## src/rtl/arm_position_writer.sv

```systemverilog
// Write side of the arm position RAM: appends operator-entered positions at sequential
// addresses, zero-fills the RAM on a clear request, and exports fill/overflow status.
module arm_position_writer #(
    parameter int unsigned DATA_WIDTH    = 16,
    parameter int unsigned ADDRESS_WIDTH = 9,
    parameter int unsigned MEM_DEPTH     = 2 ** ADDRESS_WIDTH
) (
    input  logic                     clk,
    input  logic                     rst,
    input  logic                     wr_req,
    input  logic                     clr_req,
    input  logic [DATA_WIDTH-1:0]    position,
    output logic                     mem_we,
    output logic [ADDRESS_WIDTH-1:0] mem_addr,
    output logic [DATA_WIDTH-1:0]    mem_wdata,
    output logic [ADDRESS_WIDTH:0]   count,
    output logic                     full,
    output logic                     overflow,
    output logic                     busy
);

    localparam int unsigned CW = ADDRESS_WIDTH + 1;
    localparam logic [CW-1:0] DEPTH = CW'(MEM_DEPTH);

    typedef enum logic [1:0] {
        IDLE  = 2'd0,
        WRITE = 2'd1,
        CLEAR = 2'd2,
        FULL  = 2'd3
    } state_e;

    state_e                   state_q, state_d;
    logic                     mem_we_q, mem_we_d;
    logic [ADDRESS_WIDTH-1:0] mem_addr_q, mem_addr_d;
    logic [DATA_WIDTH-1:0]    mem_wdata_q, mem_wdata_d;
    logic [CW-1:0]            count_q, count_d;
    logic                     overflow_q, overflow_d;
    logic [CW-1:0]            clr_addr_q, clr_addr_d;

    // Next-state and registered-output logic
    always_comb begin
        state_d     = state_q;
        mem_we_d    = 1'b0;
        mem_addr_d  = mem_addr_q;
        mem_wdata_d = mem_wdata_q;
        count_d     = count_q;
        overflow_d  = overflow_q;
        clr_addr_d  = clr_addr_q;

        case (state_q)
            IDLE: begin
                if (clr_req) begin
                    state_d    = CLEAR;
                    clr_addr_d = '0;
                end else if (wr_req) begin
                    mem_we_d    = 1'b1;
                    mem_addr_d  = count_q[ADDRESS_WIDTH-1:0];
                    mem_wdata_d = position;
                    count_d     = count_q + CW'(1);
                    state_d     = WRITE;
                end
            end
            WRITE: begin
                state_d = (count_q == DEPTH) ? FULL : IDLE;
            end
            CLEAR: begin
                // Sweep one address per cycle; the extra counter bit marks sweep completion
                if (clr_addr_q == DEPTH) begin
                    count_d    = '0;
                    overflow_d = 1'b0;
                    state_d    = IDLE;
                end else begin
                    mem_we_d    = 1'b1;
                    mem_addr_d  = clr_addr_q[ADDRESS_WIDTH-1:0];
                    mem_wdata_d = '0;
                    clr_addr_d  = clr_addr_q + CW'(1);
                end
            end
            FULL: begin
                if (clr_req) begin
                    state_d    = CLEAR;
                    clr_addr_d = '0;
                end else if (wr_req) begin
                    overflow_d = 1'b1;
                end
            end
            default: state_d = IDLE;
        endcase
    end

    always_ff @(posedge clk or negedge rst) begin
        if (!rst) begin
            state_q     <= IDLE;
            mem_we_q    <= 1'b0;
            mem_addr_q  <= '0;
            mem_wdata_q <= '0;
            count_q     <= '0;
            overflow_q  <= 1'b0;
            clr_addr_q  <= '0;
        end else begin
            state_q     <= state_d;
            mem_we_q    <= mem_we_d;
            mem_addr_q  <= mem_addr_d;
            mem_wdata_q <= mem_wdata_d;
            count_q     <= count_d;
            overflow_q  <= overflow_d;
            clr_addr_q  <= clr_addr_d;
        end
    end

    assign mem_we    = mem_we_q;
    assign mem_addr  = mem_addr_q;
    assign mem_wdata = mem_wdata_q;
    assign count     = count_q;
    assign overflow  = overflow_q;
    assign full      = (count_q == DEPTH);
    assign busy      = (state_q == WRITE) || (state_q == CLEAR);

endmodule

```

## config.mk

```make
export PLATFORM = sky130hd
export DESIGN_NAME = arm_position_writer
export DESIGN_NICKNAME = d
export VERILOG_FILES = /design/src/rtl/arm_position_writer.sv
export SDC_FILE = /design/constraint.sdc
export NUM_CORES = 1
export LEC_CHECK = 0
export BUFFER_PORTS_ARGS = -buffer_cell sky130_fd_sc_hd__buf_2
export CAP_MARGIN = 30
export CORE_ASPECT_RATIO = 0.9
export CORE_MARGIN = 8
export CORE_UTILIZATION = 57
export DETAILED_ROUTE_END_ITERATION = 8
export GPL_ROUTABILITY_DRIVEN = 0
export HOLD_SLACK_MARGIN = 0.1
export PLACE_DENSITY = 0.84
export RECOVER_POWER = 50
export SYNTH_ARGS = -nofsm -noshare
export SYNTH_HDL_FRONTEND = slang
export SYNTH_SLANG_ARGS = --single-unit
```

## constraint.sdc

```tcl
create_clock -name clk -period 3.3 [get_ports clk]
set_input_delay 0.66 -clock clk [delete_from_list [all_inputs] [get_ports clk]]
set_output_delay 0.66 -clock clk [all_outputs]
set_load 0.005 [all_outputs]
```

## Yosys cells after proc, flatten, opt, wreduce, memory -nomap -nowiden

Cells that the tools add are included.

- Output and inout port bits: 39
- Word-level logic and storage cells: 63
- Flip-flop bits (word level): 49
- Input bits: 20

- Add/sub/neg operators: 2
- Reductions and logical operators: 11
- Equal/unequal tests: 14
- Muxes and demuxes: 29

Operators with widths:

| kind | number |
|---|---|
| 2-to-1 mux 10 bit | 5 |
| 2-to-1 mux 16 bit | 3 |
| case mux 10 bit (2 select lines) | 2 |
| case mux 16 bit (2 select lines) | 1 |
| 2-to-1 mux 9 bit | 3 |
| adder 10 x 1 -> 10 bit (second input constant) | 2 |
| equality test 10 bit (second input constant) | 2 |
| case mux 9 bit (2 select lines) | 1 |
| != test 2 bit (second input constant) | 7 |
| AND reduction 4 bit | 3 |
| 2-to-1 mux 2 bit | 5 |
| case mux 2 bit (4 select lines) | 1 |
| 2-to-1 mux 1 bit | 6 |
| AND reduction 3 bit | 2 |
| nonzero test 2 bit | 3 |
| equality test 2 bit (second input constant) | 2 |
| case mux 1 bit (2 select lines) | 2 |
| != test 3 bit (second input constant) | 1 |
| equality test 2 x 1 -> 1 bit (second input constant) | 1 |
| zero test 2 bit | 1 |
| != test 2 x 1 -> 1 bit (second input constant) | 1 |
| OR reduction 2 bit | 1 |
| logical OR 1 bit | 1 |

## Depth between registers and ports, before layout

- Depth in word-level cells: 4
- Gate-level depth with buffers: 8
- Mapped depth without buffers: 6

## Least setup slack after synthesis

OpenSTA, ideal clock, no wires.

- Kind: input -> register
- Start: input clr_req
- End: register mem_wdata_q[10] (netlist: mem_wdata[10])
- Arrival time: 1.801 ns
- Buffers on the path: 1
- Setup slack: 1.378 ns
- Data required time: 3.179 ns
- Stages on the path: 5
- Library setup time: 0.121 ns
- Cell sequence: nand3b_1 -> o21ai_1 -> o21ai_4 -> buf_4 -> a22o_1

- Cells in the longest elaborated chain, start to end: 2

RTL lines:

| item | RTL line | source |
|---|---|---|
| start: declaration | 11 | `input logic clr_req,` |
| != test 2 bit (no source line) | - |  |
| AND reduction 4 bit (no source line) | - |  |
| end signal: assignment | 104 | `mem_wdata_q <= mem_wdata_d;` |
| end: declaration | 35 | `logic [DATA_WIDTH-1:0] mem_wdata_q, mem_wdata_d;` |

No other way between the ends.
A chain may end at the register's enable or synchronous reset.

## Final worst setup path

- Start: register count_q[2] (netlist: count[2])
- End: output full

- Cells in the longest elaborated chain, start to end: 1

RTL lines:

| item | RTL line | source |
|---|---|---|
| start: declaration | 36 | `logic [CW-1:0] count_q, count_d;` |
| start signal: assignment | 105 | `count_q <= count_d;` |
| equality test 10 bit | 116 | `assign full = (count_q == DEPTH);` |
| end: declaration | 17 | `output logic full,` |

No other way between the ends.

==> results.json <==
{
  "setup_viol": 0,
  "path_class": "flop to output port",
  "hp-class": "flop to flop",
  "netlist_top_cells_area": "dfrtp_1 50%, a22o_1 5.8%, o221a_1 4.2%, ha_1 4.1%, nor2_1 2.6%",
  "endpoint_kind": "output port",
  "avgSynthCellArea_um2": 10.63,
  "synth.largest_area_cell": "dfrtp_1",
  "finalHoldViolations": 0,
  "overflow": 0,
  "clockRootBuffer": "clkbuf_8",
  "core-area_um2": 4101,
  "routedWlPerCell_um": 17.01,
  "cp_max_fo": 9,
  "holdWs_ns": 0.5008,
  "finalWirelength_um": 5699,
  "grt_pass1_wl_um": 9798,
  "cts_max_level": 2,
  "drc": 0,
  "synth_common_cells": "49 x dfrtp_1, 17 x nor2_1, 16 x a22o_1",
  "die_w_um": 84.88,
  "ant_nets": 0,
  "port_buffers": 58,
  "async_flop_share": 1.000,
  "cp.required_ns": 2.64,
  "vias": 1988,
  "period_share": 0.6673,
  "synth_cell_types": 44,
  "dp.final_hpwl_um": 4254,
  "peakVddDrop_uv": 505.1,
  "drv_cap": 0,
  "fillers": 326,
  "yosys_warnings": 0,
  "min_from": "mem_wdata[12]",
  "grt_pass1_vias": 2025,
  "antenna_found_initial": 0,
  "rows": 22,
  "die_y_um": 77.99,
  "nNetsFinal": 315,
  "rsz0062_at_grt": "false",
  "synth.most_common_cell": "dfrtp_1",
  "drtIter0Drc": 140,
  "area_growth_pct": 16.09,
  "arrival_ns": 1.54,
  "synthesis.area_um2": 2434,
  "syn_nets": 257,
  "syn_inst": 229,
  "slew_viol_final": 0,
  "seq_area_frac_synth": 0.5039,
  "synthFlopType": "dfrtp_1",
  "diodes": 0,
  "ff_latch_area_um2": 1226,
  "cts_buffers": 5,
  "start_util": 0.5933,
  "r2r_slack_ns": 1.12,
  "design_power_total_w": 0.002327,
  "p_leak_nw": 1.301,
  "cts_tree": "built",
  "dr.pass1.iters": 5,
  "crit_path_end": "full",
  "synth_top_area_share": 0.5039,
  "status": "complete, no violations",
  "pin_count": 59,
  "cts.clk_slew.worst_paths_ns": 0.08,
  "setup-tns-final_ns": 0,
  "ys_ff_latch": 49,
  "fin_crit_ns": 2.202,
  "synth_edf_count": 0,
  "layout-drive-gt1-share": 0.1986,
  "cts.sinks": 49,
  "clockBufferDepth": 2,
  "clock_skew_ns": 0.007846,
  "fp.dieArea_um2": 6619,
  "grt_usage": 0.1835,
  "worst_slew_pin_slew_ns": 1.268,
  "worstSetupStartpointType": "flop",
  "post_cts_buffers": 0,
  "p_per_area_nw_per_um2": 823.6,
  "r2r_end": "mem_addr[1]",
  "fmax_mhz": 454.1,
  "hold_buffers": 0,
  "multi_input_area_um2": 1094,
  "clock_latency_ns": 0.30,
  "post_drt_via_cell_ratio": 5.934,
  "ctsResizeCount": 0,
  "r2r_cells": 6,
  "grt_max_degree": 28,
  "reg2reg_from": "clr_addr_q[0]",
  "slew_headroom": 0.1545,
  "startpoint": "count[2]"
}
worst min-delay path by stage:
stage	cells past startpoint	endpoint	slack, ns
after floorplan	0	clr_addr_q[0]	0.36
after global placement	1	mem_wdata[9]	0.48
after detailed placement	1	mem_wdata[9]	0.48
after CTS	1	mem_addr[0]	0.33
after global routing	1	mem_wdata[9]	0.52
final	1	mem_wdata[12]	0.50
cell type report:
type / count / share of cell area
inverters: 12 / 0.01594
clock buffers: 7 / 0.03056
flip-flops and latches: 49 / 0.4340
well taps: 48 / 0.02126
multi-input cells: 157 / 0.3871
repair buffers: 62 / 0.1112
metal layers:
layer / track usage / vias up / routed length [um] / part of all wire
met3: 0.05368 / 10 / 416 / 0.073
met4: 0.08171 / 0 / 99 / 0.017
met2: 0.2767 / 75 / 2522 / 0.44
met5: 0 / - / 0 / 0
met1: 0.2390 / 943 / 2661 / 0.47
li1: - / 960 / - / -
worst max-delay path, cell delays in order, from the launching register on:
cell and delay, ns:
dfrtp_1 0.49, nor4_1 0.41, and3_1 0.22, buf_2 0.12
kinds of logic (layout without fill, tap and decap cells):
logic type | after synthesis | count (layout) | synth area share
XOR/XNOR | 7 | 7 | 0.02519
AND/OR/NAND/NOR | 80 | 80 | 0.1722
AO/OA/AOI/OAI | 58 | 58 | 0.1933
flip-flops | 49 | 49 | 0.5039
adder cells (fa/ha/maj) | 8 | 8 | 0.04113
multiplexers | 4 | 4 | 0.01748
buffers and inverters | 23 | 81 | 0.04678
cells in the final DEF, fill, tap and decap left out, types with 2 or more instances in the layout:
cell type and instances:
dfrtp_1 49, buf_2 43, nor2_1 17, a22o_1 16
clkbuf_1 16, nand2_1 15, inv_1 12, o221a_1 9
or3_1 8, a21oi_1 8, ha_1 8, nand3_1 7
nand4_1 7, xnor2_1 7, clkbuf_8 6, nor4_1 5
nor3_1 5, a31oi_1 4, o21ai_0 4, and2_1 3
and3_1 3, o31ai_1 3, o2bb2ai_1 3, nor2b_1 3
buf_4 3, o21a_1 2, mux2_2 2, mux2i_1 2
report_power, final:
part	switching, W	internal (W)
registers	0.000182	0.000801
logic	0.000545	0.000445
clock network	0.000188	0.000167
total	0.000914	0.00141
sequential cells by signal, summed over array words and instances, names as in the netlist:
signal and cells:
clr_addr_q 10, state_q 2, mem_we 1, overflow 1, mem_wdata 16, mem_addr 9, count 10
per-stage QoR:
stage               setup WS (ns)  instances  utilization  instance area [um^2]
finish                      1.098        335       0.6888                  2825
global route               0.9144        335       0.6888                  2825
CTS                         1.116        335       0.6934                  2844
detailed placement          1.129        328       0.6724                  2758
global placement            1.169        327       0.6675                  2738
floorplan                   1.378        229            -                  2434
No activity file was read; power rests on OpenSTA's default activity.
